<file path="src/rtl/vrom_bus_arb.sv">
// vrom_bus_arb: round-robin arbiter between the ADPCM-A and ADPCM-B sample
// fetchers for a single multiplexed V ROM bus. One access runs through a
// fixed sequence: low address phase with RMPX strobe, high address phase
// with RMPX strobe, a read window of OE_CYCLES cycles with nROE low, then a
// one-cycle ACK to the requester that was granted.
//
// Every output is registered. The output registers are loaded from the
// *next* state and *next* latched address, so what is visible during a cycle
// always corresponds to the state register during that same cycle.

module vrom_bus_arb #(
   parameter int unsigned OE_CYCLES = 2   // nROE low time per access, 1..15
) (
   input  logic        CLK,
   input  logic        RESET,
   input  logic        REQ_A,
   input  logic [23:0] ADDR_A,
   input  logic        REQ_B,
   input  logic [23:0] ADDR_B,
   output logic        ACK_A,
   output logic        ACK_B,
   output logic [7:0]  DATA,
   output logic        BUSY,
   output logic [7:0]  RAD_OUT,
   output logic        RAD_OE,
   input  logic [7:0]  RAD_IN,
   output logic [1:0]  RA_L,
   output logic [3:0]  RA_U,
   output logic        RMPX,
   output logic        nROE
);

   // ------------------------------------------------------------------
   // State encoding
   // ------------------------------------------------------------------
   localparam logic [2:0] ST_IDLE   = 3'd0;
   localparam logic [2:0] ST_AL     = 3'd1;
   localparam logic [2:0] ST_AL_STB = 3'd2;
   localparam logic [2:0] ST_AH     = 3'd3;
   localparam logic [2:0] ST_AH_STB = 3'd4;
   localparam logic [2:0] ST_RD     = 3'd5;
   localparam logic [2:0] ST_DONE   = 3'd6;

   // LAST encoding: which requester received the most recent grant
   localparam logic GRANT_A = 1'b0;
   localparam logic GRANT_B = 1'b1;

   // The down-counter starts at OE_CYCLES-1 so that the cycle in which it
   // reads zero is the final RD cycle.
   localparam logic [3:0] RD_LOAD = 4'(OE_CYCLES - 1);

   // ------------------------------------------------------------------
   // Core state
   // ------------------------------------------------------------------
   logic [2:0]  state_q, state_d;
   logic [23:0] addr_q,  addr_d;
   logic        last_q,  last_d;
   logic [3:0]  cnt_q,   cnt_d;
   logic [7:0]  data_d;
   logic        grant_b;

   // ------------------------------------------------------------------
   // Next-value of every output register
   // ------------------------------------------------------------------
   logic        ack_a_d;
   logic        ack_b_d;
   logic        busy_d;
   logic [7:0]  rad_out_d;
   logic        rad_oe_d;
   logic [1:0]  ra_l_d;
   logic [3:0]  ra_u_d;
   logic        rmpx_d;
   logic        nroe_d;

   // Next-state, arbitration, address latch, read counter and data capture
   always_comb begin
      // NOTE: every signal assigned here receives a default first, so no path
      // through the case statement leaves one unassigned and infers a latch.
      state_d = state_q;
      addr_d  = addr_q;
      last_d  = last_q;
      cnt_d   = cnt_q;
      data_d  = DATA;
      grant_b = 1'b0;

      case (state_q)
         ST_IDLE: begin
            if (REQ_A || REQ_B) begin
               // B wins only when it is alone, or when both are asking and A
               // was the one served last.
               grant_b = REQ_B && (!REQ_A || (last_q == GRANT_A));
               last_d  = grant_b ? GRANT_B : GRANT_A;
               addr_d  = grant_b ? ADDR_B : ADDR_A;
               state_d = ST_AL;
            end
         end

         ST_AL:     state_d = ST_AL_STB;
         ST_AL_STB: state_d = ST_AH;
         ST_AH:     state_d = ST_AH_STB;

         ST_AH_STB: begin
            state_d = ST_RD;
            cnt_d   = RD_LOAD;
         end

         ST_RD: begin
            if (cnt_q == 4'd0) begin
               // Last cycle of the read window: the ROM output has had the
               // full OE time to settle, so sample it on this edge.
               state_d = ST_DONE;
               data_d  = RAD_IN;
            end else begin
               cnt_d = cnt_q - 4'd1;
            end
         end

         ST_DONE:   state_d = ST_IDLE;

         default:   state_d = ST_IDLE;
      endcase
   end

   // Moore output decode from the upcoming state and latched address
   always_comb begin
      rad_out_d = 8'h00;
      rad_oe_d  = 1'b0;
      ra_l_d    = 2'b00;
      ra_u_d    = 4'h0;
      rmpx_d    = 1'b0;
      nroe_d    = 1'b1;
      ack_a_d   = 1'b0;
      ack_b_d   = 1'b0;
      busy_d    = (state_d != ST_IDLE);

      // The top nibble is not multiplexed, it is held for the whole access.
      if (state_d != ST_IDLE) begin
         ra_u_d = addr_d[23:20];
      end

      case (state_d)
         ST_AL: begin
            rad_oe_d  = 1'b1;
            rad_out_d = addr_d[7:0];
            ra_l_d    = addr_d[9:8];
            rmpx_d    = 1'b0;
         end

         ST_AL_STB: begin
            // RMPX rises here: external latch captures bits [9:0]
            rad_oe_d  = 1'b1;
            rad_out_d = addr_d[7:0];
            ra_l_d    = addr_d[9:8];
            rmpx_d    = 1'b1;
         end

         ST_AH: begin
            rad_oe_d  = 1'b1;
            rad_out_d = addr_d[17:10];
            ra_l_d    = addr_d[19:18];
            rmpx_d    = 1'b1;
         end

         ST_AH_STB: begin
            // RMPX falls here: external latch captures bits [23:10]
            rad_oe_d  = 1'b1;
            rad_out_d = addr_d[17:10];
            ra_l_d    = addr_d[19:18];
            rmpx_d    = 1'b0;
         end

         ST_RD: begin
            // RAD driver released before the ROM is enabled onto the bus
            rad_oe_d  = 1'b0;
            nroe_d    = 1'b0;
         end

         ST_DONE: begin
            ack_a_d   = (last_d == GRANT_A);
            ack_b_d   = (last_d == GRANT_B);
         end

         default: begin
            nroe_d    = 1'b1;
         end
      endcase
   end

   // State, latched address, round-robin history and read counter
   always_ff @(posedge CLK or posedge RESET) begin
      if (RESET) begin
         state_q <= ST_IDLE;
         addr_q  <= 24'h000000;
         last_q  <= GRANT_B;       // A wins the first tie after reset
         cnt_q   <= 4'd0;
      end else begin
         // NOTE: sequential state uses non-blocking assignments so every
         // register samples the pre-edge values, independent of block order.
         state_q <= state_d;
         addr_q  <= addr_d;
         last_q  <= last_d;
         cnt_q   <= cnt_d;
      end
   end

   // Registered bus, handshake and data outputs
   always_ff @(posedge CLK or posedge RESET) begin
      if (RESET) begin
         DATA    <= 8'h00;
         ACK_A   <= 1'b0;
         ACK_B   <= 1'b0;
         BUSY    <= 1'b0;
         RAD_OUT <= 8'h00;
         RAD_OE  <= 1'b0;
         RA_L    <= 2'b00;
         RA_U    <= 4'h0;
         RMPX    <= 1'b0;
         nROE    <= 1'b1;
      end else begin
         DATA    <= data_d;
         ACK_A   <= ack_a_d;
         ACK_B   <= ack_b_d;
         BUSY    <= busy_d;
         RAD_OUT <= rad_out_d;
         RAD_OE  <= rad_oe_d;
         RA_L    <= ra_l_d;
         RA_U    <= ra_u_d;
         RMPX    <= rmpx_d;
         nROE    <= nroe_d;
      end
   end

endmodule
</file>
<file path="config.mk">
export PLATFORM = sky130hd
export DESIGN_NAME = vrom_bus_arb
export DESIGN_NICKNAME = d
export VERILOG_FILES = /design/src/rtl/vrom_bus_arb.sv
export SDC_FILE = /design/constraint.sdc
export NUM_CORES = 1
export LEC_CHECK = 0
export CAP_MARGIN = 20
export CORE_ASPECT_RATIO = 0.5
export CORE_MARGIN = 2
export CORE_UTILIZATION = 41
export DETAILED_ROUTE_END_ITERATION = 10
export PLACE_DENSITY = 0.76
export SYNTH_ARGS = -nofsm -noshare
export SYNTH_HDL_FRONTEND = slang
export SYNTH_SLANG_ARGS = --single-unit
</file>
<file path="constraint.sdc">
create_clock -name CLK -period 1.7 [get_ports CLK]
set_input_delay 0.17 -clock CLK [delete_from_list [all_inputs] [get_ports CLK]]
set_output_delay 0.17 -clock CLK [all_outputs]
set_load 0.01 [all_outputs]
</file>
* Yosys cells after proc, flatten, opt, wreduce, memory -nomap -nowiden *
Cells that the tools add are included.

storage, ports and cells
  memory bits (read-only) = 0
  latch bits = 0
  input port bits = 60
  bits in writable memories = 0
  memories = 0
  word-level logic and storage cells = 62
  output and inout port bits = 28
  bits in registers = 60

operators by class
  equality and inequality tests = 12
  mux-type cells = 19
  multipliers = 0
  divide/modulo/power cells = 0
  reduce and logical (&&, ||, !) cells = 14
  shift-type cells = 0
  $lt $le $gt $ge = 0
  add/subtract/negate cells = 1
  bitwise operators = 2

operator list
  operator                                                             count
  24-bit two-way mux                                                   3
  3-bit case mux with 6 select lines                                   1
  8-bit case mux with 2 select lines                                   1
  3-bit == test (second input constant)                                5
  3-bit by 2-bit == test with 1-bit output (second input constant)     4
  1-bit two-way mux                                                    8
  4-bit two-way mux                                                    2
  4-bit case mux with 2 select lines                                   1
  3-bit by 1-bit == test with 1-bit output (second input constant)     2
  3-bit two-way mux                                                    2
  2-bit OR reduction                                                   3
  4-bit logical NOT                                                    1
  2-bit case mux with 2 select lines                                   1
  2-bit AND reduction                                                  2
  4-bit OR reduction                                                   1
  4-bit by 1-bit subtractor with 4-bit output (second input constant)  1
  3-bit logical NOT                                                    1
  3-bit nonzero test                                                   1
  1-bit logical OR                                                     2
  2-bit != test (second input constant)                                1
  1-bit NOT                                                            2
  2-bit nonzero test                                                   1
  1-bit logical AND                                                    1
  1-bit logical NOT                                                    1

* Logic depth before layout (Yosys ltp) *
Gate-level depths: netlist of run 1.

  word-level depth = 8
  gate-level depth with buffers = 7
  mapped depth without buffers = 6

* Worst setup path before layout of run 1 *
No wires, ideal clock.

  path kind = register to register
  from = register cnt_q[0]
  to = register DATA[0]
  period minus slack after synthesis = 1524 ps
  stages on the path, launching flop included = 7
  path slack = 176 ps
  data required time = 1575 ps
  setup time = 125 ps
  arrival time = 1399 ps
  buffers on the path = 1
  cell sequence = dfrtp_1 -> inv_1 -> ha_1 -> nand4bb_1 -> nand2b_1 -> buf_2 -> mux2_2

between the ends
  word-level cells in the longest chain between the ends = 2

RTL lines
  element                               RTL line  text
  start, declared                       58        logic [3:0] cnt_q, cnt_d;
  start signal, assigned                202       cnt_q <= cnt_d;
  4-bit logical NOT                     108       if (cnt_q == 4'd0) begin
  2-bit AND reduction (no source line)  -
  end signal, assigned                  220       DATA <= data_d;
  end, declared                         22        output logic [7:0] DATA,

No other way between the ends.
A chain may end at the register's enable or synchronous reset.

* Worst setup path in the final report of run 1 *
  from = register cnt_q[0]
  to = register DATA[4]

Same word-level chain as after synthesis.

==> results of run 1 <==
==> critical path: cells and delay by family, from the launching register on <==
| kind | cells | cell delay [ns] |
|---|---|---|
| flip-flops | 1 | 0.41 |
| AND/OR/NAND/NOR | 2 | 0.37 |
| multiplexers | 1 | 0.26 |
| buffers and inverters | 2 | 0.25 |
| adder cells (fa/ha/maj) | 1 | 0.20 |
==> layout make-up <==
cell class,instances,share of cell area [%]
flip-flops and latches,60,36.88
multi-input cells,142,26.02
repair buffers,105,25.59
clock buffers,11,5.707
well taps,88,2.700
clock inverters,5,2.455
inverters,7,0.6444
==> cell usage after synthesis (7+ instances only) <==
library cell	count	area, um^2
buf_2	7	35.03
mux2i_1	10	100.1
a32o_1	10	100.1
o21a_1	10	75.07
inv_1	7	26.28
o32ai_1	14	122.6
mux2_2	8	90.09
nand2b_1	13	81.33
nand2_1	16	60.06
nor2_1	15	56.30
a21oi_1	12	60.06
dfrtp_1	58	1451
==> how the worst min path moves through the flow <==
stage                                    from                    to  slack [ns]
after global routing                    RESET  addr_q[20]$_DFF_PP0_        0.20
final                                   RESET  addr_q[20]$_DFF_PP0_        0.17
after CTS                               RESET  addr_q[20]$_DFF_PP0_        0.17
after detailed placement  addr_q[7]$_DFF_PP0_   addr_q[7]$_DFF_PP0_        0.47
after global placement    addr_q[7]$_DFF_PP0_   addr_q[7]$_DFF_PP0_        0.46
after floorplan                         REQ_A      last_q$_DFF_PP1_        0.26
==> routing by layer <==
metal | global-route usage [%] | wire length (um)
met5 | 0 | 0
met1 | 23.85 | 2754
met4 | 12.39 | 154
met3 | 5.545 | 410
met2 | 35.63 | 3474
==> kinds of logic (layout without fill, tap and decap cells) <==
family | after synthesis | in the layout
AOI/OAI and AO/OA | 62 | 62
xor gates and xnor gates | 1 | 1
adders and majority gates | 2 | 2
buffers and inverters | 23 | 128
DFF | 60 | 60
muxes | 18 | 18
and+or+nand+nor | 59 | 59
==> metrics by stage <==
step	worst slack, ns	utilization, %	std cells
4_1_cts	0.04033	65.83	418
6_report	0.08691	66.24	418
5_1_grt	-0.02208	66.24	418
2_1_floorplan	0.04862	-	225
3_3_place_gp	-0.4566	60.39	402
3_5_place_dp	-0.5732	60.39	402
==> repair_timing <==
action | in CTS | in global routing
gates resized for setup | 1 | 4
setup endpoints to repair | 28 | 21
setup buffers | 0 | 0
cloned | 0 | 0
==> sequential cells by signal (all words and copies together), names as in the netlist <==
register / cells
addr_q: 24
RAD_OE: 1
RMPX: 1
ACK_B: 1
BUSY: 1
state_q: 3
nROE: 1
last_q: 1
RA_L: 2
DATA: 8
ACK_A: 1
cnt_q: 4
RAD_OUT: 8
RA_U: 4
==> report_power, final <==
| group | internal [mW] | switching, mW |
|---|---|---|
| sequential | 2.15 | 0.422 |
| clock | 1.43 | 0.618 |
| combinational | 1.69 | 1.39 |
==> qor.tcl, run 1 <==
set qor(post_synth_inst_count) 225
set qor(critical-path-max-stage-delay_ns) 0.41
set qor(tritoncts.num_buffers) 9
set qor(insertedDiodeCount) 0
set qor(die_outline_area_um2) 7174
set qor(critical_path.endpoint) {DATA[4]$_DFFE_PP0P_}
set qor(clkSlewWorstSetupHoldPaths_ns) 0.05
set qor(final_antenna_net_count) 0
set qor(worst-endpoint-required_ns) 1.91
set qor(worst_setup_path_startpoint) {cnt_q[0]$_DFFE_PP0P_}
set qor(finalClockSkew_ns) 0.006713
set qor(synth_compound_gate_area_share_pct) 18.94
set qor(max_freq_mhz) 619.9
set qor(worst_setup_path_start_kind) {flip-flop}
set qor(post_cts_hold_buffer_count) 0
set qor(worst_setup_path_end_kind) {flip-flop}
set qor(layout_common_cells) {clkdlybuf4s50_1 (87), dfrtp_1 (58), nand2_1 (16)}
set qor(layout.cells.most_common) {clkdlybuf4s50_1}
set qor(final-max-slew-violation-count) 0
set qor(timing.rr.end) {DATA[4]$_DFFE_PP0P_}
set qor(final_layout_size_suffix_gt1_share_pct) 16.06
set qor(worst_case_clock_buffer_depth) 2
set qor(netlist-cell-type-count) 37
set qor(outcome) {completed}
set qor(syn-cell-area_um2) 2655
set qor(hp-class) {in2async}
set qor(postLayoutCellArea_um2) 4078
set qor(hold_ws_ns) 0.1687
set qor(timing.reg2reg.setup_slack_ns) 0.09
set qor(multi_input_area_um2) 1061
set qor(grt.total_usage_pct) 20.49
set qor(post_synth_edffs) 0
set qor(detailedRoute.firstPassIterationCount) 4
set qor(mappedNetlistNets) 287
set qor(ys_seq_area_share_pct) 56.64
set qor(cp.arrival_ns) 1.82
set qor(critical_path.slowest_cell) {dfrtp_1}
set qor(layout_worst_path_cycle_share_pct) 94.89
set qor(grt_overflow) 0
set qor(gp_routability_congestion) 0.8087
set qor(vdd.ir_drop.worst_mv) 1.080
set qor(reg2regPathDepth) 6
set qor(nFillCells) 472
set qor(worst_pin_slew_ns) 0.5490
set qor(total_leakage_power_nw) 1.690
set qor(slew-limit-headroom_pct) 63.28
set qor(setup-violations-final) 0
set qor(io_pins) 88
set qor(design_power_total_mw) 7.684
set qor(drv.max_cap_violation_count) 0
set qor(first_pass_grt_wire_length_mm) 11.12
set qor(yosys.area_share.simple_pct) 11.55
set qor(critical_path.reg2reg.startpoint) {cnt_q[0]$_DFFE_PP0P_}
set qor(post_synth_xor_area_fraction_pct) 0.3299
set qor(grt_start_max_net_pins) 32
set qor(commonest_register_cell_after_synthesis) {dfrtp_1}
set qor(asyncSetResetFlopFracSynth_pct) 100.0
set qor(crit_path_max_fanout) 10
set qor(avgRoutedWirePerCell_um) 16.25
set qor(clockRootBuffer) {clkbuf_16}
set qor(flow.area_growth_from_synthesis_pct) 53.58
set qor(drc) 0
set qor(layout_min_cycle_time_ns) 1.613
set qor(grt_antenna_before_repair) 0
set qor(placement.cell_area_um2) 3717
set qor(clock_insertion_delay_at_the_later_pin_of_the_skew_report_ns) 0.33
set qor(cts_tree) {done}
set qor(initial_utilization_pct) 43.13
set qor(timing_hold_violations_final) 0
set qor(synthesis.yosys.warnings) 0
set qor(timing.critical_path.cells) {inv_1 -> ha_1 -> nand4bb_1 -> nand2b_4 -> buf_12 -> mux2_2}
set qor(grt_pass1_vias) 2355
set qor(yosys_register_bits) 60
set qor(io_buffer_count) 87
set qor(yosys-mux-area-fraction_pct) 7.163
set qor(route.detailed.vias_per_inst) 5.215
set qor(finalWirelength_mm) 6.794
set qor(pd_cells_nw_per_um2) 1884
set qor(path_class) {reg2reg}
set qor(drt_first_iter_violations) 131
set qor(fin_setup_tns_ns) 0
set qor(synth_top_family_by_area) {compound AO/OA/AOI/OAI gates}
set qor(numClockSinks) 60
set qor(nets) 387
set qor(syn_avg_cell_area_um2) 11.80
set qor(fp.dieH_um) 60.90
set qor(clock_tree.htree_level_count) 3
set qor(core_region_area_um2) 6156
set qor(sequential_cell_area_um2) 1504
set qor(placement_rows) 20
set qor(vias) 2180
set qor(synthAdderAreaFrac_pct) 0.9425
set qor(dp_hpwl_mm) 4.867
set qor(die_w_um) 117.8
(Power assumes the default switching activity.)
==> inputs of run 2 (changes only) <==
--- a/config.mk
+++ b/config.mk
@@ -5,7 +5,6 @@
 export SDC_FILE = /design/constraint.sdc
 export NUM_CORES = 1
 export LEC_CHECK = 0
-export CAP_MARGIN = 20
 export CORE_ASPECT_RATIO = 0.5
 export CORE_MARGIN = 2
 export CORE_UTILIZATION = 41
==> results of run 2 <==
Same layout as run 1: the final DEF is identical, and so are final timing and power.
==> inputs of run 3 (changes only) <==
--- a/config.mk
+++ b/config.mk
@@ -10,6 +10,7 @@
 export CORE_UTILIZATION = 41
 export DETAILED_ROUTE_END_ITERATION = 10
 export PLACE_DENSITY = 0.76
+export SLEW_MARGIN = 0
 export SYNTH_ARGS = -nofsm -noshare
 export SYNTH_HDL_FRONTEND = slang
 export SYNTH_SLANG_ARGS = --single-unit
==> results of run 3 <==
Same layout as run 1: the final DEF is identical, and so are final timing and power.
